File: config.mk
export PLATFORM = sky130hd
export DESIGN_NAME = output_arbiter
export DESIGN_NICKNAME = d
export VERILOG_FILES = /design/src/rtl/output_arbiter.sv
export SDC_FILE = /design/constraint.sdc
export NUM_CORES = 1
export LEC_CHECK = 0
export CAP_MARGIN = 20
export CELL_PAD_IN_SITES_DETAIL_PLACEMENT = 2
export CELL_PAD_IN_SITES_GLOBAL_PLACEMENT = 2
export CORE_ASPECT_RATIO = 0.7
export CORE_UTILIZATION = 30
export DETAILED_ROUTE_END_ITERATION = 16
export GPL_TIMING_DRIVEN = 1
export HOLD_SLACK_MARGIN = 0.08
export PLACE_DENSITY_LB_ADDON = 0.1
export SLEW_MARGIN = 20
export SYNTH_ARGS = -nofsm -noshare
export SYNTH_HDL_FRONTEND = slang
export SYNTH_SLANG_ARGS = --single-unit
export TNS_END_PERCENT = 1
File: constraint.sdc
create_clock -name clk -period 2.83 [get_ports clk]
set_input_delay 0.849 -clock clk [delete_from_list [all_inputs] [get_ports clk]]
set_output_delay 0.849 -clock clk [all_outputs]
set_load 0.01 [all_outputs]
File: src/rtl/output_arbiter.sv
// output_arbiter: per-output-port packet arbiter for the 5-port mesh router.
// Grants one requesting input port at a time, holds the grant for a whole
// packet, paces flits against destination_full and pulses packet_done on the
// last flit.
// Build option: define ARB_FIXED_PRIORITY_EN for fixed priority (highest
// index wins, no pointer register); default build is round-robin.
module output_arbiter #(
    parameter int NUM_PORTS        = 5,
    parameter int FLITS_PER_PACKET = 8,
    parameter int COUNT_WIDTH      = 3
) (
    input  logic                 clk,
    input  logic                 reset,
    input  logic [NUM_PORTS-1:0] request_in,
    input  logic                 destination_full,
    output logic [NUM_PORTS-1:0] grant,
    output logic                 grant_valid,
    output logic                 send_flit,
    output logic                 packet_done
);

    typedef enum logic {
        IDLE = 1'b0,
        BUSY = 1'b1
    } state_t;

    localparam logic [NUM_PORTS-1:0]   ONE_P      = NUM_PORTS'(1);
    localparam logic [COUNT_WIDTH-1:0] ONE_C      = COUNT_WIDTH'(1);
    localparam logic [COUNT_WIDTH-1:0] LAST_COUNT = COUNT_WIDTH'(FLITS_PER_PACKET - 1);

    state_t                 state_q, state_d;
    logic [NUM_PORTS-1:0]   grant_q, grant_d;
    logic [COUNT_WIDTH-1:0] count_q, count_d;
    logic [NUM_PORTS-1:0]   pick;
    logic                   last_flit;

`ifndef ARB_FIXED_PRIORITY_EN
    // Pointer kept one-hot: bit p set means port p has highest priority.
    // Reset value ONE_P is pointer index 0; advancing is a rotate of the grant.
    logic [NUM_PORTS-1:0]   ptr_q, ptr_d;
    logic [NUM_PORTS-1:0]   upper_req;

    // Round-robin pick: lowest set request at/above the pointer, else lowest overall.
    always_comb begin
        upper_req = request_in & ~(ptr_q - ONE_P);
        if (|upper_req) begin
            pick = upper_req & (~upper_req + ONE_P);
        end else begin
            pick = request_in & (~request_in + ONE_P);
        end
    end
`else
    logic [NUM_PORTS-1:0]   smear;

    // Fixed-priority pick: smear requests downward, keep only the top bit.
    always_comb begin
        smear = request_in;
        for (int unsigned i = 1; i < NUM_PORTS; i++) begin
            smear = smear | (request_in >> i);
        end
        pick = smear & ~(smear >> 1);
    end
`endif

    assign grant_valid = (state_q == BUSY);
    assign grant       = grant_q;
    assign send_flit   = grant_valid & ~destination_full;
    assign last_flit   = (count_q == LAST_COUNT);
    assign packet_done = send_flit & last_flit;

    // State register: grant, flit counter and (round-robin) priority pointer.
    always_ff @(posedge clk or negedge reset) begin
        if (!reset) begin
            state_q <= IDLE;
            grant_q <= '0;
            count_q <= '0;
`ifndef ARB_FIXED_PRIORITY_EN
            ptr_q   <= ONE_P;
`endif
        end else begin
            state_q <= state_d;
            grant_q <= grant_d;
            count_q <= count_d;
`ifndef ARB_FIXED_PRIORITY_EN
            ptr_q   <= ptr_d;
`endif
        end
    end

    // Next-state: arbitrate in IDLE, count flits in BUSY, release on last flit.
    always_comb begin
        state_d = state_q;
        grant_d = grant_q;
        count_d = count_q;
`ifndef ARB_FIXED_PRIORITY_EN
        ptr_d   = ptr_q;
`endif
        case (state_q)
            IDLE: begin
                if (|request_in) begin
                    grant_d = pick;
                    count_d = '0;
                    state_d = BUSY;
                end
            end
            BUSY: begin
                if (send_flit) begin
                    if (last_flit) begin
                        state_d = IDLE;
                        grant_d = '0;
                        count_d = '0;
`ifndef ARB_FIXED_PRIORITY_EN
                        ptr_d   = {grant_q[NUM_PORTS-2:0], grant_q[NUM_PORTS-1]};
`endif
                    end else begin
                        count_d = count_q + ONE_C;
                    end
                end
            end
            default: begin
                state_d = IDLE;
                grant_d = '0;
                count_d = '0;
            end
        endcase
    end

endmodule

==> run_results.csv <==
group,metric,value,unit
worst_setup_path,path_cells,"clkdlybuf4s50_1 -> nand2b_1 -> inv_2 -> buf_4 -> dlygate4sd2_1",
worst_setup_path,critPathKind,"in2out",
floorplanning,core_area,0.00228,mm2
sta,setup_viol,0,
detailed_routing,post_drt_wl_per_cell,19.2,um
worst_setup_path,critPathTopFamily,"buffers and inverters",
pwr,total_power,1.07,mW
global_routing,grt_first_pass_wirelength,4.35,mm
detailed_routing,routed_wl,2.62,mm
sta,fin_skew,7.68,ps
sta,finalCritPeriodShare,97.7,%
pwr,ir_worst_vdd,0.000322,V
logic_synthesis,syn_area,768,um2
outcome,outcome,"complete, no violations",
worst_setup_path,r2r_slack,790,ps
worst_setup_path,cp_num_cells,5,
detailed_routing,vias,734,
sta,fin_tns_setup,0,ps
cts,htree_levels,1,
logic_synthesis,netlist_instances,78,
detailed_routing,viasPerCell,5.36,
worst_setup_path,reg2reg_to,"grant[0]$_DFFE_PN0P_",
logic_synthesis,synth_top_area_cell,"dfrtp_1",
logic_synthesis,synth-edff-count,0,
global_routing,grt_pass1_vias,811,
sta,hold_viol,0,
worst_setup_path,start_kind,"primary input",
global_routing,grt_overflow_total,0,
global_routing,antenna_found_initial,0,
cts,worstSkewPairLatency,290,ps
global_routing,grt_start_max_net_pins,15,
cts,post-cts-setup-buffer-count,0,
worst_setup_path,crit_fanout,3,
sta,finalWorstSetupSlack,64.0,ps
floorplanning,rows,14,
layout,fin_nets,117,
logic_synthesis,ys_types,30,
layout,nFillCells,255,
run,maxCapViolations,0,
logic_synthesis,synth_ff_type,"dfrtp_1",
pwr,power.density,1020,mW/mm2
sta,drv_slew,0,
layout,syn2layout_area_growth,36.3,%
detailed_routing,drcViolationCount,0,
cts,cts_sinks,14,
sta,tightest_slew,685,ps
sta,period_minus_slack,2770,ps
floorplanning,start_util,33.7,%
pwr,leakage,0.480,nW
detailed_routing,drt_pass1_iterations,4,
worst_setup_path,critPathMaxStageDelay,450,ps
detailed_routing,drt.antenna.violating_nets,0,
placed_design,dp.cells,133,
worst_setup_path,ff2ff_path_depth,6,
floorplanning,ioPinCount,16,
worst_setup_path,crit_end,"send_flit",
worst_setup_path,critical_path.startpoint,"destination_full",
detailed_routing,dr.first_iter.drc_count,37,
logic_synthesis,ys_seq_area_share,45.8,%
floorplanning,dieArea,0.00277,mm2
layout,finish.utilization,46.0,%
logic_synthesis,async_reset_ff_share,100,%
worst_setup_path,cp_data_arrival_time,1920,ps
cts,cts_tree,"yes",
placed_design,place_congestion,0.896,
worst_setup_path,rr_startpoint,"ptr_q[1]$_DFFE_PN0P_",
placed_design,io_buffers,15,
global_routing,gr-usage-all-layers,22.2,%
logic_synthesis,avgSynthCellArea,9.85,um2
cts,cts.hold.buffers_added,0,
worst_setup_path,end_kind,"output port",
logic_synthesis,synth_nets,89,
sta,fmax,362,MHz
layout,drive_gt1_share,20.0,%
sta,slew_headroom,54.2,%
worst_setup_path,worst-path-buf-inv,4,
logic_synthesis,yosysWarningCount,0,
sta,rsz0062_at_grt,"no",
logic_synthesis,yosys-top-cells-area,"dfrtp_1, nand2_1, ha_1, mux2_2, dfstp_2",
floorplanning,die_h,44.3,um
logic_synthesis,synth.most_common_cell,"dfrtp_1",
worst_setup_path,slowest_stage,"clkdlybuf4s50_1",
cts,cts_root_buffer,"clkbuf_4",
cts,cts_buffers,3,
cts,clock_path_buffers,2,
placed_design,dp_hpwl,2.10,mm
floorplanning,fp.dieW,62.5,um
layout,finalNonFillerCells,137,
logic_synthesis,ys_ff_latch,14,
logic_synthesis,synthTopCellsByCount,"dfrtp_1, nand2_1, inv_1, nand3_1, o21ai_0",
cts,clkTransAtPathRegs,90,ps
logic_synthesis,synth_top_area_share,42.3,%
placed_design,pre_cts_ws,-264,ps
min_path,hold_class,"reg2reg",
worst_setup_path,cp.required,1980,ps
layout,antenna_cells,0,
## metal layers
metal  part of all wire (%)  track usage, %  vias up
met2                     46            37.4       26
met5                      0               0        -
met3                    4.7            5.41        4
li1                       -               -      339
met4                   0.95            6.98        0
met1                     48            28.5      365
## power by group
| part | switching, mW | internal (mW) |
|---|---|---|
| combinational | 0.275 | 0.271 |
| sequential | 0.0990 | 0.296 |
| clock | 0.0706 | 0.0549 |
## metrics by stage
| stage | cell area (um2) | hold slack [ps] |
|---|---|---|
| detailed placement | 1020 | 500 |
| floorplan | 768 | 494 |
| global route | 1050 | 556 |
| global placement | 1020 | 504 |
| CTS | 1050 | 530 |
| finish | 1050 | 527 |
## kinds of logic (layout without fill, tap and decap cells)
family	Yosys count	after routing	share of synthesized area, %
xor gates and xnor gates	1	1	1.14
muxes	4	4	6.35
DFF	14	14	45.8
buffers and inverters	7	34	3.42
adders and majority gates	3	3	4.89
and+or+nand+nor	32	32	23.0
AOI/OAI and AO/OA	17	17	15.5
## cells in the final DEF, fill, tap and decap left out
cell / instances
clkbuf_4: 3
nand3_2: 1
clkbuf_1: 1
mux2_2: 3
clkdlybuf4s50_1: 13
o31ai_1: 1
nand4_1: 3
ha_1: 3
nand3_1: 5
o21ai_0: 5
nor2_1: 2
inv_1: 5
nor3b_1: 1
dlygate4sd2_1: 1
a21boi_0: 2
nor4_1: 1
dfrtp_1: 13
nand3b_1: 2
mux2_4: 1
buf_4: 9
a41o_1: 1
a21oi_1: 2
nand2b_1: 2
or3_1: 1
a21o_1: 1
nor4b_1: 1
o2bb2ai_1: 2
nand2_1: 11
xnor2_1: 1
and2_1: 1
inv_2: 1
or4_4: 1
o211ai_1: 2
a32o_2: 1
dfstp_2: 1
clkdlybuf4s15_1: 1
## state kept, by name, summed over array words and instances, names as in the netlist
signal / cells
count_q: 3
grant: 5
grant_valid: 1
ptr_q: 5
## cell type report
class	count	area, um2	area share, %
Timing Repair Buffer	24	216	20.7
Tap cell	32	40.0	3.82
Clock buffer	4	26.3	2.51
Sequential cell	14	352	33.6
Multi-Input combinational cell	57	390	37.3
Inverter	6	22.5	2.15
## worst min path at each step
stage                                 endpoint  slack [ps]  cells after the start                  from
after global routing      grant[3]$_DFFE_PN0P_         560                      1  grant[3]$_DFFE_PN0P_
after CTS                 grant[3]$_DFFE_PN0P_         530                      1  grant[3]$_DFFE_PN0P_
after detailed placement  grant[3]$_DFFE_PN0P_         500                      1  grant[3]$_DFFE_PN0P_
final                     grant[3]$_DFFE_PN0P_         530                      1  grant[3]$_DFFE_PN0P_
after global placement    ptr_q[4]$_DFFE_PN0P_         500                      1  ptr_q[4]$_DFFE_PN0P_
after floorplan           ptr_q[4]$_DFFE_PN0P_         490                      1  ptr_q[4]$_DFFE_PN0P_
## timing repair
action	in CTS	in global routing
pin swaps	0	0
setup endpoints to repair	2	1
resized for setup	3	1
hold endpoints to repair	0	0
No activity file was read; power rests on OpenSTA's default activity.
